File: src/rtl/mips_pkg.sv
// Shared opcode constants and fetch FSM state type for the MIPS-subset pipeline.
package mips_pkg;

   localparam int unsigned OPC_W = 6;

   localparam logic [OPC_W-1:0] OPC_AND  = 6'h00;
   localparam logic [OPC_W-1:0] OPC_OR   = 6'h01;
   localparam logic [OPC_W-1:0] OPC_ADD  = 6'h02;
   localparam logic [OPC_W-1:0] OPC_SUB  = 6'h06;
   localparam logic [OPC_W-1:0] OPC_SLT  = 6'h07;
   localparam logic [OPC_W-1:0] OPC_LW   = 6'h08;
   localparam logic [OPC_W-1:0] OPC_SW   = 6'h0A;
   localparam logic [OPC_W-1:0] OPC_BNE  = 6'h0E;
   localparam logic [OPC_W-1:0] OPC_HALT = 6'h3F;

   localparam logic [31:0] NOP_INSTR = 32'h0;

   typedef enum logic [1:0] {BOOT, RUN, HALT} fetch_state_t;

   function automatic logic [OPC_W-1:0] opcode_of(input logic [31:0] instr);
      return instr[31:26];
   endfunction

endpackage

File: src/rtl/ifid_reg.sv
// IF/ID pipeline register. Flush clears valid and the instruction word but keeps pc_plus4.
module ifid_reg
   import mips_pkg::*;
#(
   parameter int unsigned ADDR_W = 32
) (
   input  logic              clk,
   input  logic              rst,
   input  logic              load,
   input  logic              flush,
   input  logic [31:0]       instr_in,
   input  logic [ADDR_W-1:0] pc_plus4_in,
   output logic              valid,
   output logic [31:0]       instr,
   output logic [ADDR_W-1:0] pc_plus4
);

   logic              valid_q;
   logic [31:0]       instr_q;
   logic [ADDR_W-1:0] pc_plus4_q;

   always_ff @(posedge clk) begin
      if (rst) begin
         valid_q    <= 1'b0;
         instr_q    <= NOP_INSTR;
         pc_plus4_q <= '0;
      end else if (flush) begin
         valid_q <= 1'b0;
         instr_q <= NOP_INSTR;
      end else if (load) begin
         valid_q    <= 1'b1;
         instr_q    <= instr_in;
         pc_plus4_q <= pc_plus4_in;
      end
   end

   assign valid    = valid_q;
   assign instr    = instr_q;
   assign pc_plus4 = pc_plus4_q;

endmodule

File: src/rtl/fetch_stage.sv
// Instruction-fetch stage: PC, BOOT/RUN/HALT FSM and IF/ID register feeding decode.
// Optional perf counters are built when FETCH_PERF_CNT_EN is defined.
module fetch_stage
   import mips_pkg::*;
#(
   parameter int unsigned      ADDR_W   = 32,
   parameter logic [ADDR_W-1:0] RESET_PC = '0,
   parameter logic [OPC_W-1:0]  HALT_OP  = OPC_HALT
) (
   input  logic              clk,
   input  logic              rst,
   input  logic              stall,
   input  logic              branch_taken,
   input  logic [ADDR_W-1:0] branch_target,
   output logic [ADDR_W-1:0] imem_addr,
   input  logic [31:0]       imem_rdata,
   output logic              ifid_valid,
   output logic [31:0]       ifid_instr,
   output logic [5:0]        ifid_opcode,
   output logic [ADDR_W-1:0] ifid_pc_plus4,
   output logic              halted
`ifdef FETCH_PERF_CNT_EN
   ,
   output logic [31:0]       perf_fetched,
   output logic [31:0]       perf_flushed
`endif
);

   fetch_state_t      state_q, state_d;
   logic [ADDR_W-1:0] pc_q, pc_d;
   logic [ADDR_W-1:0] pc_plus4;
   logic [ADDR_W-1:0] target;
   logic              is_halt;
   logic              ifid_load;
   logic              ifid_flush;

   assign pc_plus4 = pc_q + ADDR_W'(4);
   assign target   = branch_target & ~(ADDR_W'(3));
   assign is_halt  = (opcode_of(imem_rdata) == HALT_OP);

   always_comb begin
      state_d    = state_q;
      pc_d       = pc_q;
      ifid_load  = 1'b0;
      ifid_flush = 1'b0;
      unique case (state_q)
         BOOT: state_d = RUN;
         RUN: begin
            if (branch_taken) begin
               pc_d       = target;
               ifid_flush = 1'b1;
            end else if (!stall) begin
               ifid_load = 1'b1;
               if (is_halt) begin
                  state_d = HALT;
               end else begin
                  pc_d = pc_plus4;
               end
            end
         end
         HALT: begin
            // A late redirect means the HALT was on a wrong path; resume there.
            if (branch_taken) begin
               pc_d       = target;
               ifid_flush = 1'b1;
               state_d    = RUN;
            end else if (!stall) begin
               ifid_flush = 1'b1;
            end
         end
         default: state_d = BOOT;
      endcase
   end

   always_ff @(posedge clk) begin
      if (rst) begin
         state_q <= BOOT;
         pc_q    <= RESET_PC;
      end else begin
         state_q <= state_d;
         pc_q    <= pc_d;
      end
   end

   ifid_reg #(
      .ADDR_W (ADDR_W)
   ) u_ifid_reg (
      .clk         (clk),
      .rst         (rst),
      .load        (ifid_load),
      .flush       (ifid_flush),
      .instr_in    (imem_rdata),
      .pc_plus4_in (pc_plus4),
      .valid       (ifid_valid),
      .instr       (ifid_instr),
      .pc_plus4    (ifid_pc_plus4)
   );

   assign imem_addr   = pc_q;
   assign ifid_opcode = ifid_instr[31:26];
   assign halted      = (state_q == HALT);

`ifdef FETCH_PERF_CNT_EN
   logic [31:0] perf_fetched_q;
   logic [31:0] perf_flushed_q;

   // Counting only in RUN keeps both counters frozen while halted.
   always_ff @(posedge clk) begin
      if (rst) begin
         perf_fetched_q <= '0;
         perf_flushed_q <= '0;
      end else if (state_q == RUN) begin
         if (ifid_load) begin
            perf_fetched_q <= perf_fetched_q + 32'd1;
         end
         if (branch_taken && ifid_valid) begin
            perf_flushed_q <= perf_flushed_q + 32'd1;
         end
      end
   end

   assign perf_fetched = perf_fetched_q;
   assign perf_flushed = perf_flushed_q;
`endif

endmodule

File: config.mk
export PLATFORM = sky130hd
export DESIGN_NAME = fetch_stage
export DESIGN_NICKNAME = d
export VERILOG_FILES = /design/src/rtl/mips_pkg.sv /design/src/rtl/ifid_reg.sv /design/src/rtl/fetch_stage.sv
export SDC_FILE = /design/constraint.sdc
export NUM_CORES = 1
export LEC_CHECK = 0
export CORE_ASPECT_RATIO = 1.25
export CORE_MARGIN = 4
export CORE_UTILIZATION = 45
export DETAILED_ROUTE_END_ITERATION = 8
export GPL_ROUTABILITY_DRIVEN = 0
export GPL_TIMING_DRIVEN = 0
export PLACE_DENSITY = 0.86
export SETUP_SLACK_MARGIN = 0.4
export SLEW_MARGIN = 30
export SYNTH_ARGS = -nofsm -noshare
export SYNTH_HDL_FRONTEND = slang
export SYNTH_SLANG_ARGS = --single-unit
File: constraint.sdc
create_clock -name clk -period 4.6 [get_ports clk]
set_clock_uncertainty 0.05 [all_clocks]
set_input_delay 0.69 -clock clk [delete_from_list [all_inputs] [get_ports clk]]
set_output_delay 0.69 -clock clk [all_outputs]
set_load 0.005 [all_outputs]
==> results.txt, run 1 <==
----------------------------------------------------
[Synth]
  Cell type contributing the most total cell area after synthesis ... sky130_fd_sc_hd__dfxtp_1
  Unique masters post-synth ... between 50 and 60
  Proportion of netlist area held by the largest area contributor ... 0.414
  Synthesis-stage register bit count ... 95
  Post-synth design cell area ... 4590 um2
  Synth Area per Inst ... around 7.9 um2
  Number of standard cells after synthesis ... between 500 and 600
  Synth Warn # ... 0
  Largest cells by area after synthesis ... sky130_fd_sc_hd__dfxtp_1 41%, sky130_fd_sc_hd__nand2_1 8.9%, sky130_fd_sc_hd__a21oi_1 8.1%
  EDFF count, synth ... 0
  Sequential area share after synthesis ... 0.414
  Ys async rst share ... 0
  Dominant synthesized flop cell ... sky130_fd_sc_hd__dfxtp_1

[STA]
  Highest clock frequency the design can meet ... about 330 MHz
  Hold Violations, Final ... 0
  Normalized max-slew margin ... 0.548
  Clock period minus final worst setup slack ... between 2 and 3 ns
  Final WS setup ... roughly 1.6 ns
  Number of max-slew violations in the final report ... 0
  Final setup fails ... 0
  Total negative slack for setup checks ... 0 ns
  Post-route clock period utilization ... 0.652
  Worst slew pin tran ... around 0.67 ns
  Unrepaired setup endpoints after global routing ... false

[Pwr]
  IR Drop Worst-Case VDD ... approximately 0.24 mV
  Static leakage ... 2.29 nW
  Switching share of total power ... 0.249
  Cell Int Power ... ~1.6 mW
  P_sw ... 530 uW
  Share of power burned in registers ... 0.425
  Power share of the clock group ... 0.409
  Overall power ... 2.13 mW
  Cell Pwr Density ... around 320 nW/um2
  Part of the power in combinational logic ... 0.165

[Final layout]
  Most frequent cells in the layout ... 164 x sky130_fd_sc_hd__clkdlybuf4s50_1, 109 x sky130_fd_sc_hd__nand2_1, 95 x sky130_fd_sc_hd__dfxtp_1
  Most common cell after layout, fill and taps aside ... sky130_fd_sc_hd__clkdlybuf4s50_1
  Layout cells sized above 1 ... 0.0562
  Utilization after layout ... 0.688
  Number of nets in the finished design ... 833
  Filler cell count ... 797
  Number of cells in the finished layout apart from fillers ... slightly below 900
  Synth-to-Final Area Change ... 47.0%
  Antenna fix cells ... 0

[Min path]
  Sink of the worst hold path ... u_ifid_reg.instr[2]$_SDFFE_PP0P_
  Worst hold stages ... 2
  Type of the tightest min-delay check ... reg -> reg
  Launch instance of the worst min-delay path ... u_ifid_reg.instr[2]$_SDFFE_PP0P_

[Floorplanning]
  DIE AREA ... 11900 um2
  Overall die height ... around 120 um
  Effective utilization at floorplan ... 0.468
  Die width ... roughly 100 um
  Row cnt ... 40
  Number of top-level design ports ... about 170
  Area of the placeable core ... between 9000 and 10000 um2

[Route]
  DRC viols ... 0
  Iteration-0 DRC Markers ... approximately 540
  Wire length reported by the detailed router ... around 17000 um
  First drt pass iteration count ... 6
  Via count ... between 5000 and 6000
  Final antenna-violating net count ... 0
  Routed len/inst ... between 15 and 20 um
  Via-to-Cell Ratio ... 5.78

[GRT]
  Pin count of the biggest net entering global routing ... 15
  Via count of the first global-routing pass ... 5317
  Busiest layer in global routing ... met2
  Global-route track usage on met3 ... 0.0949
  Initial antenna violation count ... 0
  GRT met1 Usage ... 0.292
  GRT Residual Overflow ... 0
  Overall routing resource usage ... 0.278
  Wire length of the first global-routing pass ... 26500 um
  Met2 Usage GRT ... 0.473

[Worst setup path]
  Crit end category ... flip-flop
  Capture point of the worst reg-to-reg path ... u_ifid_reg.pc_plus4[11]$_SDFFE_PP0P_
  Arrival @ worst endpoint ... 3.15 ns
  Start-to-end type of the worst setup path ... in -> reg
  Reg2reg start ... state_q[1]$_SDFFE_PP0P_
  Required time reported for the critical path endpoint ... between 4 and 5 ns
  Critical path startpoint category ... primary input
  Register-to-register setup slack ... 1.87 ns
  Crit Path Max Fanout ... 10
  FF-to-FF path depth ... 9

[Clock network]
  Max H-tree Level ... 3
  Clock tree root buffer cell ... sky130_fd_sc_hd__clkbuf_16
  Max Buffers Root-to-Sink ... 2
  Clock-pin slew on the worst setup and hold paths ... approximately 0.060 ns
  Post-cts gate resize count ... 0
  CTS tree ... done
  Clk Latency, worst-skew pair ... ~0.35 ns
  Post-CTS Hold Fix Bufs ... 0
  Post-CTS Setup Repair Bufs ... 0
  TritonCTS sink count ... 95
  TritonCTS Buffers ... 9

[Place]
  Detailed placer's ending HPWL ... 12400 um
  Number of buffers inserted by port buffering ... 164
  Worst setup timing slack at the placement stage ... 1.26 ns
  Cell Count Post-Placement ... 876

[Status]
  Run status ... complete, no violations

[Run]
  Total of max-cap violations ... 0

----------------------------------------------------
==> worst max path at each step <==
| stage | startpoint | to | slack (ns) | cells past startpoint |
|---|---|---|---|---|
| after floorplan | stall | u_ifid_reg.pc_plus4[10]$_SDFFE_PP0P_ | 2.37 | 7 |
| after global placement | stall | u_ifid_reg.pc_plus4[11]$_SDFFE_PP0P_ | 1.38 | 8 |
| after detailed placement | stall | u_ifid_reg.pc_plus4[11]$_SDFFE_PP0P_ | 1.26 | 8 |
| after CTS | stall | u_ifid_reg.pc_plus4[11]$_SDFFE_PP0P_ | 1.64 | 8 |
| after global routing | stall | u_ifid_reg.pc_plus4[10]$_SDFFE_PP0P_ | 1.39 | 8 |
| final | stall | u_ifid_reg.pc_plus4[11]$_SDFFE_PP0P_ | 1.60 | 8 |
==> cells in the mapped netlist, drive strengths merged (2+ instances only) <==
cell type	instances
a211oi	13
a21oi	74
a22o	5
a311oi	2
a31oi	5
and2	6
and3	5
and4	2
buf	20
clkbuf	34
dfxtp	95
ha	4
inv	12
mux2i	2
nand2	109
nand2b	9
nand3	19
nand4	10
nor2	39
nor3	8
nor4	6
o21a	2
o21ai	36
o221ai	3
o311ai	2
o31a	4
o31ai	6
o32ai	6
or2	3
or4	3
xnor2	18
xor2	7
==> metrics by stage <==
| stage | cell area (um2) | hold WS, ns |
|---|---|---|
| final | 6750 | 0.405 |
| after CTS | 6750 | 0.407 |
| after floorplan | 4600 | 0.403 |
| after global routing | 6750 | 0.434 |
| after global placement | 6400 | 0.392 |
| after detailed placement | 6400 | 0.402 |
==> per-layer routing <==
| metal | part of all wire | wire (um) |
|---|---|---|
| met1 | 0.35 | 5840 |
| met2 | 0.49 | 8150 |
| met3 | 0.12 | 1980 |
| met4 | 0.046 | 765 |
| met5 | 0 | 0 |
==> cell families (layout without fill, tap and decap cells) <==
family	Yosys count	in the layout	synth area share
XOR/XNOR	25	25	0.0477
AND/OR/NAND/NOR	223	223	0.238
multiplexers	2	2	0.00436
adder cells (fa/ha/maj)	4	4	0.0109
AO/OA/AOI/OAI	166	166	0.218
other	1	4	0.000817
flip-flops	95	95	0.414
buffers and inverters	67	246	0.0657
==> worst max-delay path, stage by stage <==
cell	delay [ns]
sky130_fd_sc_hd__clkdlybuf4s50_1	0.48
sky130_fd_sc_hd__nand2b_1	0.21
sky130_fd_sc_hd__or2_2	0.28
sky130_fd_sc_hd__clkbuf_1	0.17
sky130_fd_sc_hd__a21oi_1	0.35
sky130_fd_sc_hd__buf_2	0.34
sky130_fd_sc_hd__buf_1	0.48
sky130_fd_sc_hd__a211oi_1	0.15
==> sequential cells by signal (all words and copies together) (netlist names) <==
register and flops:
u_ifid_reg.pc_plus4 30, u_ifid_reg.instr 32, state_q 2, imem_addr 30
u_ifid_reg.valid 1
==> power by group through the flow <==
stage,Combinational [mW],Sequential (mW),Clock (mW)
2_1_floorplan,0.146,0.918,0
3_3_place_gp,0.333,0.921,0
3_5_place_dp,0.344,0.923,0
4_1_cts,0.348,0.906,0.873
5_1_grt,0.379,0.912,0.906
6_report,0.352,0.907,0.873
==> final cells by class <==
| type | instances | area (um2) | share of cell area |
|---|---|---|---|
| Clock inverter | 3 | 90.1 | 0.0134 |
| Multi-Input combinational cell | 424 | 2400 | 0.355 |
| Buffer | 54 | 253 | 0.0375 |
| Clock buffer | 12 | 256 | 0.0380 |
| Tap cell | 126 | 158 | 0.0234 |
| Inverter | 13 | 48.8 | 0.00723 |
| Sequential cell | 95 | 1900 | 0.282 |
| Timing Repair Buffer | 164 | 1640 | 0.243 |
(Power assumes the default switching activity.)
==> inputs of run 2 (changes only) <==
clock period = 2.8 ns   (was 4.6 ns; I/O delays follow)
==> results.txt, run 2 (same netlist as run 1, synthesis figures left out) <==
----------------------------------------------------
[Route]
  Via count ... between 5000 and 6000
  Final antenna-violating net count ... 0
  Routed len/inst ... 19.0 um
  DRC viols ... 0
  Iteration-0 DRC Markers ... 571
  First drt pass iteration count ... 5
  Via-to-Cell Ratio ... 5.90
  Wire length reported by the detailed router ... 17000 um

[GRT]
  Pin count of the biggest net entering global routing ... 15
  Met2 Usage GRT ... 0.473
  GRT Residual Overflow ... 0
  Global-route track usage on met3 ... 0.0983
  GRT met1 Usage ... 0.290
  Busiest layer in global routing ... met2
  Overall routing resource usage ... 0.278
  Wire length of the first global-routing pass ... 26500 um
  Via count of the first global-routing pass ... between 5000 and 6000
  Initial antenna violation count ... 0

[Floorplanning]
  Effective utilization at floorplan ... 0.468
  Die width ... roughly 98 um
  Area of the placeable core ... 9810 um2
  Number of top-level design ports ... 172
  Row cnt ... 40
  Overall die height ... ~120 um
  DIE AREA ... around 12000 um2

[Pwr]
  Switching share of total power ... 0.250
  Cell Int Power ... approximately 2.6 mW
  Power share of the clock group ... 0.407
  P_sw ... approximately 880 uW
  Part of the power in combinational logic ... 0.169
  Cell Pwr Density ... 513 nW/um2
  Static leakage ... 2.38 nW
  Share of power burned in registers ... 0.424
  IR Drop Worst-Case VDD ... 0.389 mV
  Overall power ... about 3.5 mW

[Worst setup path]
  Crit end category ... flip-flop
  FF-to-FF path depth ... 7
  Critical path startpoint category ... flip-flop
  Critical path startpoint ... imem_addr[2]$_SDFFE_PP0P_
  Arrival @ worst endpoint ... between 2 and 3 ns
  Crit Path Max Fanout ... 8
  Start-to-end type of the worst setup path ... reg -> reg
  Reg2reg start ... imem_addr[2]$_SDFFE_PP0P_
  Required time reported for the critical path endpoint ... roughly 3 ns

[STA]
  Unrepaired setup endpoints after global routing ... false
  Number of max-slew violations in the final report ... 0
  Highest clock frequency the design can meet ... between 400 and 500 MHz
  Hold Violations, Final ... 0
  Normalized max-slew margin ... 0.580
  Worst slew pin tran ... around 0.63 ns
  Clock period minus final worst setup slack ... around 2.3 ns
  Fin Hold WS ... between 0.4 and 0.5 ns
  Total negative slack for setup checks ... 0 ns
  Post-route clock period utilization ... 0.838
  Final setup fails ... 0

[Place]
  Detailed placer's ending HPWL ... between 10000 and 15000 um
  Number of buffers inserted by port buffering ... about 160
  DP Area ... 6400 um2

[Min path]
  Type of the tightest min-delay check ... reg -> reg
  Launch instance of the worst min-delay path ... u_ifid_reg.instr[2]$_SDFFE_PP0P_
  Worst hold stages ... 2

[Clock network]
  Clock tree root buffer cell ... sky130_fd_sc_hd__clkbuf_16
  TritonCTS Buffers ... 9
  CTS tree ... done
  TritonCTS sink count ... 95
  Clk Latency, worst-skew pair ... approximately 0.35 ns
  Max H-tree Level ... 3
  Max Buffers Root-to-Sink ... 2
  Post-CTS Hold Fix Bufs ... 0
  Clock-pin slew on the worst setup and hold paths ... 0.06 ns

[Final layout]
  Antenna fix cells ... 0
  Number of nets in the finished design ... around 840
  Layout cells sized above 1 ... 0.0988
  Filler cell count ... 778
  Most frequent cells in the layout ... 163 x sky130_fd_sc_hd__clkdlybuf4s50_1, 108 x sky130_fd_sc_hd__nand2_1, 93 x sky130_fd_sc_hd__dfxtp_1
  Most common cell after layout, fill and taps aside ... sky130_fd_sc_hd__clkdlybuf4s50_1
  Synth-to-Final Area Change ... 49.7%
  Number of flip-flops in the largest register ... 32
  Design area ... just under 7000 um2

[Status]
  Run status ... complete, no violations

[Run]
  Total of max-cap violations ... 0

----------------------------------------------------
run 2: cell types whose count changed in the layout (fill, tap and decap cells not counted), moves of 4 or more:
| cell | delta |
|---|---|
| sky130_fd_sc_hd__clkbuf_2 | +12 |
| sky130_fd_sc_hd__buf_1 | -5 |
| sky130_fd_sc_hd__clkbuf_4 | +4 |
| sky130_fd_sc_hd__clkbuf_1 | -15 |
| sky130_fd_sc_hd__buf_4 | +6 |
run 2: through the flow:
step,worst slack [ns],cells,util
2_1_floorplan,0.683,586,-
3_3_place_gp,-0.149,876,0.653
3_5_place_dp,-0.270,876,0.653
4_1_cts,0.373,891,0.691
5_1_grt,0.338,895,0.700
6_report,0.455,895,0.700
run 2: final cells by class:
| type | instances | area, um2 | share of cell area |
|---|---|---|---|
| Multi-Input combinational cell | 424 | 2450 | 0.356 |
| Sequential cell | 95 | 1900 | 0.277 |
| Timing Repair Buffer | 168 | 1670 | 0.244 |
| Buffer | 54 | 293 | 0.0426 |
| Clock buffer | 12 | 256 | 0.0373 |
| Tap cell | 126 | 158 | 0.0229 |
| Clock inverter | 3 | 90.1 | 0.0131 |
| Inverter | 13 | 48.8 | 0.00710 |
run 2: final timing paths:
kind / to / slack, ns
worst max-delay path: imem_addr[24]$_SDFFE_PP0P_ / 0.45
worst min-delay path: u_ifid_reg.instr[2]$_SDFFE_PP0P_ / 0.40
worst min register to register: u_ifid_reg.instr[2]$_SDFFE_PP0P_ / 0.40
worst max register to register: imem_addr[24]$_SDFFE_PP0P_ / 0.45
run 2: routing by layer:
metal | share of wire | vias up | wire, um
met5 | 0 | - | 0
met4 | 0.051 | 0 | 876
met3 | 0.13 | 85 | 2150
met2 | 0.48 | 374 | 8210
met1 | 0.34 | 2436 | 5810
li1 | - | 2382 | -
run 2: power groups by stage:
stage               logic (mW)  clock network [mW]  registers (mW)
floorplan                0.241                   0            1.51
global placement         0.548                   0            1.51
detailed placement       0.566                   0            1.52
CTS                      0.576                1.43            1.49
global route             0.638                1.49            1.50
finish                   0.595                1.44            1.49
run 2: timing repair:
action / 4_1_cts / 5_1_grt
gates resized for setup: 15 / 38
pin swaps: 0 / 2
setup buffers: 0 / 4
endpoints found under the setup margin: 50 / 57
run 2: worst max-delay path, stage by stage (launching register included):
cell and delay [ns]:
sky130_fd_sc_hd__dfxtp_2 0.44, sky130_fd_sc_hd__ha_4 0.20, sky130_fd_sc_hd__nand3_2 0.16, sky130_fd_sc_hd__or4_1 0.60, sky130_fd_sc_hd__buf_2 0.21, sky130_fd_sc_hd__nor3_2 0.24, sky130_fd_sc_hd__o21ai_1 0.12, sky130_fd_sc_hd__a221oi_1 0.25
